[config.mk]
export PLATFORM = sky130hd
export DESIGN_NAME = pixel_writeback
export DESIGN_NICKNAME = d
export VERILOG_FILES = /design/src/rtl/pixel_writeback.sv
export SDC_FILE = /design/constraint.sdc
export NUM_CORES = 1
export LEC_CHECK = 0
export CAP_MARGIN = 30
export CORE_UTILIZATION = 30
export CTS_CLUSTER_SIZE = 20
export DETAILED_ROUTE_END_ITERATION = 12
export PLACE_DENSITY_LB_ADDON = 0.2
export SLEW_MARGIN = 20
export SYNTH_ARGS = -nofsm -noshare
export SYNTH_HDL_FRONTEND = slang
export SYNTH_SLANG_ARGS = --single-unit
[constraint.sdc]
create_clock -name clka -period 2.1 [get_ports clka]
set_input_delay 0.42 -clock clka [delete_from_list [all_inputs] [get_ports clka]]
set_output_delay 0.42 -clock clka [all_outputs]
set_load 0.01 [all_outputs]
[src/rtl/pixel_writeback.sv]
// pixel_writeback
// Sink for the processed-pixel handshake. Each pixel presented with the
// level-valid OKin strobe is packed as {R,G,B} and written once into a
// single-port BRAM at consecutive addresses starting at BASE_ADDR. Every
// accepted pixel is acknowledged, and done is raised once NUM_PIXELS
// pixels of the frame have been written.
//
// Parameters:
//   ADDR_W     - BRAM address width
//   NUM_PIXELS - pixels per frame, 1..2^ADDR_W
//   BASE_ADDR  - first write address of a frame
//
// Ports:
//   clka        in   clock, rising edge
//   reset       in   asynchronous active-low reset
//   start       in   arms a frame (honoured in IDLE and DONE only)
//   Rin/Gin/Bin in   8-bit pixel components
//   OKin        in   pixel valid, a level held until ack is seen
//   ack         out  pixel accepted
//   enb/web     out  BRAM enable / write enable (high only while writing)
//   addrb       out  BRAM address
//   dinb        out  BRAM write data {R,G,B}
//   busy        out  frame in progress (ARMED, WRITE, ACK)
//   done        out  frame complete, held until the next start
//   pix_count   out  pixels written in the current frame
module pixel_writeback #(
    parameter int ADDR_W     = 18,
    parameter int NUM_PIXELS = 200000,
    parameter int BASE_ADDR  = 0
) (
    input  logic              clka,
    input  logic              reset,
    input  logic              start,
    input  logic [7:0]        Rin,
    input  logic [7:0]        Gin,
    input  logic [7:0]        Bin,
    input  logic              OKin,
    output logic              ack,
    output logic              enb,
    output logic              web,
    output logic [ADDR_W-1:0] addrb,
    output logic [23:0]       dinb,
    output logic              busy,
    output logic              done,
    output logic [ADDR_W:0]   pix_count
);

    localparam logic [ADDR_W-1:0] BASE_PTR  = ADDR_W'(BASE_ADDR);
    localparam logic [ADDR_W:0]   FRAME_LEN = (ADDR_W + 1)'(NUM_PIXELS);

    typedef enum logic [2:0] {
        ST_IDLE  = 3'd0,
        ST_ARMED = 3'd1,
        ST_WRITE = 3'd2,
        ST_ACK   = 3'd3,
        ST_DONE  = 3'd4
    } state_t;

    state_t            state_r;
    // Next write address; wraps modulo 2^ADDR_W by construction.
    logic [ADDR_W-1:0] ptr_r;

    // Frame FSM with all outputs registered alongside the state.
    always_ff @(posedge clka or negedge reset) begin
        if (!reset) begin
            state_r   <= ST_IDLE;
            ptr_r     <= '0;
            ack       <= 1'b0;
            enb       <= 1'b0;
            web       <= 1'b0;
            addrb     <= '0;
            dinb      <= 24'h000000;
            busy      <= 1'b0;
            done      <= 1'b0;
            pix_count <= '0;
        end else begin
            case (state_r)
                ST_IDLE: begin
                    if (start) begin
                        state_r   <= ST_ARMED;
                        busy      <= 1'b1;
                        pix_count <= '0;
                        ptr_r     <= BASE_PTR;
                    end else begin
                        state_r   <= ST_IDLE;
                    end
                end

                ST_ARMED: begin
                    if (OKin) begin
                        // The word is latched here so later input changes
                        // cannot corrupt the write.
                        dinb    <= {Rin, Gin, Bin};
                        addrb   <= ptr_r;
                        enb     <= 1'b1;
                        web     <= 1'b1;
                        state_r <= ST_WRITE;
                    end else begin
                        state_r <= ST_ARMED;
                    end
                end

                ST_WRITE: begin
                    enb       <= 1'b0;
                    web       <= 1'b0;
                    ack       <= 1'b1;
                    ptr_r     <= ptr_r + ADDR_W'(1);
                    pix_count <= pix_count + (ADDR_W + 1)'(1);
                    state_r   <= ST_ACK;
                end

                ST_ACK: begin
                    // OKin is a level: while it stays high it is still the
                    // pixel just written, so wait for it to drop.
                    if (!OKin) begin
                        ack <= 1'b0;
                        if (pix_count == FRAME_LEN) begin
                            done    <= 1'b1;
                            busy    <= 1'b0;
                            state_r <= ST_DONE;
                        end else begin
                            state_r <= ST_ARMED;
                        end
                    end else begin
                        state_r <= ST_ACK;
                    end
                end

                ST_DONE: begin
                    if (start) begin
                        done      <= 1'b0;
                        busy      <= 1'b1;
                        pix_count <= '0;
                        ptr_r     <= BASE_PTR;
                        state_r   <= ST_ARMED;
                    end else begin
                        state_r   <= ST_DONE;
                    end
                end

                default: begin
                    state_r <= ST_IDLE;
                    ack     <= 1'b0;
                    enb     <= 1'b0;
                    web     <= 1'b0;
                    busy    <= 1'b0;
                    done    <= 1'b0;
                end
            endcase
        end
    end

endmodule

==> metrics.md <==
| Metric | Value |
|---|---|
| Clock buffer depth | 2 |
| Pwr dens | about 1100 nW/um^2 |
| CP Launch Point | start |
| Largest net degree at the start of global routing | 57 |
| Root Driver | clkbuf_16 |
| GPL Wtd Cong | approximately 0.78 |
| Nets@finish | roughly 500 |
| DR WL/cell | about 15 um |
| Pwr Total | 6.12 mW |
| Chip width | approximately 120 um |
| All-Layer GR Usage | 14.7% |
| Maximum clock frequency | roughly 0.52 GHz |
| Mapped cell area | 3940 um^2 |
| CP Data Required Time | 2.37 ns |
| Post-synthesis cell count | approximately 340 |
| Worst path top cell family by delay | compound AO/OA/AOI/OAI gates |
| CTS Sinks | 86 |
| Count leader, synth | dfrtp_1 |
| WHS | ~0.017 ns |
| Worst-margin pin slew | about 0.45 ns |
| First-pass GRT wire length | approximately 15 mm |
| Critical path cell sequence | clkdlybuf4s50_1, nand2b_2, a2111o_1, or3_1, a21oi_1 |
| Final Hold Viols | 0 |
| Reg2reg setup slack | 0.25 ns |
| R2R Path End | pix_count[16] |
| Initial DRC count | 82 |
| Syn_area_per_cell | between 10 and 15 um^2 |
| Post-synth top area cell | dfrtp_1 |
| Core area | around 13000 um^2 |
| Worst Skew | between 0.008 and 0.009 ns |
| Clock latency on the worst-skew pair | around 0.35 ns |
| Syn nets | 374 |
| Status | completed |
| RSZ-0062 raised after global routing | no |
| Worst slew margin | 70.3% |
| Top post-synthesis cells by count | dfrtp_1 (86), mux2_2 (42), a21oi_1 (22), nand2_1 (22), o21ai_0 (16) |
| Post-CTS Setup Repair Bufs | 0 |
| Pre-CTS setup slack | -0.177 ns |
| I/O Pins | 94 |
| Crit-path max FO | 9 |
| Port Buffers | a little over 90 |
| Gr ovfl total | 0 |
| Die Y | approximately 120 um |
| DRT Wirelength | approximately 9.4 mm |
| Final worst path period share | roughly 92% |
| CP max-delay cell | clkdlybuf4s50_1 |
| Max Cap Violations | 0 |
| Rows | 41 |
| Seq cells post-synth | 86 |
| Crit path time final | about 1.9 ns |
| Residual antenna-violating net count after detailed routing | 0 |
| Routed vias/inst | 4.92 |
| Synth async-reset ratio | 100% |
| # diodes | 0 |
| Layout cells sized above 1 | between 20% and 30% |
| Post-synth EDFFs | 0 |
| Drt first pass iters | 4 |
| Synth cell types | 45 |
| Final setup fails | 0 |
| CP startpoint kind | input pin |
| Critical path type | input pin to register |
| Crit end category | register |
| Cell area after layout | 5550 um^2 |
| TNS Setup | 0 ns |
| Synth warn | 0 |
| DR vias | 3124 |
| Share of the synthesized area in the top cell type | 54.6% |
| Dpl cell area | around 5200 um^2 |
| Vias in the first global route | approximately 3000 |
| CP Data Arrival Time | between 2 and 2.5 ns |
| Setup ws final | roughly 0.16 ns |
| Initial antenna violation count | 0 |
| Seq/Total Area, Yosys | 54.6% |
| Buf/Inv on CP | 1 |
| Max incr delay on CP | 0.61 ns |
| Initial Utilization | slightly above 30% |
| Hold WC Path Type | input pin to asynchronous set/reset pin |
| Post-CTS Resized | 0 |
| Worst r2r src | pix_count[1] |
| Ys flop type | dfrtp_1 |
| Worst Setup EP | pix_count[16] |
| Area grow syn2layout | 40.8% |
| CTS tree | built |
| R2R depth | 5 |
| H-tree Lvls | 3 |
| Die ar. | around 14000 um^2 |
| P_leak | ~2.3 nW |
| Hold_buf cts | 0 |
| Top post-synthesis cells by area | dfrtp_1 (55%), mux2_2 (12%), a21oi_1 (2.8%) |
| Critical path depth in cells | 5 |
| VDD IR-drop max | around 0.50 mV |
| Final Max Slew Viols | 0 |
| DRC Markers | 0 |
| Hpwl dp | between 6 and 7 mm |
| Total CTS buffers | 9 |
| Clk slew on worst S/H paths | roughly 0.07 ns |
-- state kept, by name, summed over array words and instances, names as in the netlist --
signal	cells
done	1
ack	1
pix_count	19
busy	1
state_r	3
dinb	24
addrb	18
ptr_r	18
web	1
-- layout make-up --
class | count | area [um^2]
sequential | 86 | 2150
clock inverter | 5 | 58.8
multi-input combinational | 233 | 1690
inverter | 7 | 26.3
tap | 172 | 215
clock buffer | 11 | 243
timing repair buffer | 121 | 1160
fill | 1260 | 7170
-- worst min-delay path by stage --
stage / start / to / slack (ns) / cells past startpoint
finish: reset / state_r[0] / 0.02 / 1
detailed placement: reset / dinb[23] / 0.40 / 1
global placement: reset / dinb[23] / 0.39 / 1
CTS: reset / state_r[0] / 0.03 / 1
global route: reset / dinb[23] / 0.05 / 1
floorplan: reset / ack / 0.12 / 0
-- placed cells by master (no fill, tap or decap), drive strengths merged, types with 3 or more instances in the layout --
cell	count
nor2	11
or4	10
buf	29
o21a	3
and3	3
nand3b	5
nand2b	5
o21ai	16
ha	3
and4	4
xor2	6
clkbuf	11
o31ai	10
inv	7
a21oi	22
dfrtp	86
mux2	42
or3	8
nand2	22
nand4	10
nor4	4
nor3	3
clkdlybuf4s50	92
a22o	4
or2	4
mux2i	5
nand3	10
-- per-stage QoR --
step	instances	util [%]
2_1_floorplan	343	-
3_3_place_gp	619	41.3
3_5_place_dp	619	41.3
4_1_cts	635	43.6
5_1_grt	635	43.6
6_report	635	43.6
-- cells by family after synthesis --
family / after synthesis / synth area share (%)
AOI/OAI and AO/OA: 67 / 10.8
xor gates and xnor gates: 8 / 1.78
adders and majority gates: 3 / 0.952
buffers and inverters: 24 / 2.67
DFF: 86 / 54.6
muxes: 47 / 13.3
and+or+nand+nor: 108 / 16.0
-- report_power, final --
part	leakage [nW]	switching, mW	internal [mW]
registers	1.12	0.285	2.06
clock network	0.142	0.662	0.954
logic	1.06	0.909	1.25
-- routing by layer --
metal / wire length (um) / GRT usage, % / share of wire (%)
met5: 0 / 0 / 0
met2: 4250 / 22.4 / 45
met1: 4450 / 19.6 / 47
met3: 514 / 2.96 / 5.5
met4: 211 / 8.35 / 2.2
Note: power is estimated with default switching activity, not from simulation.
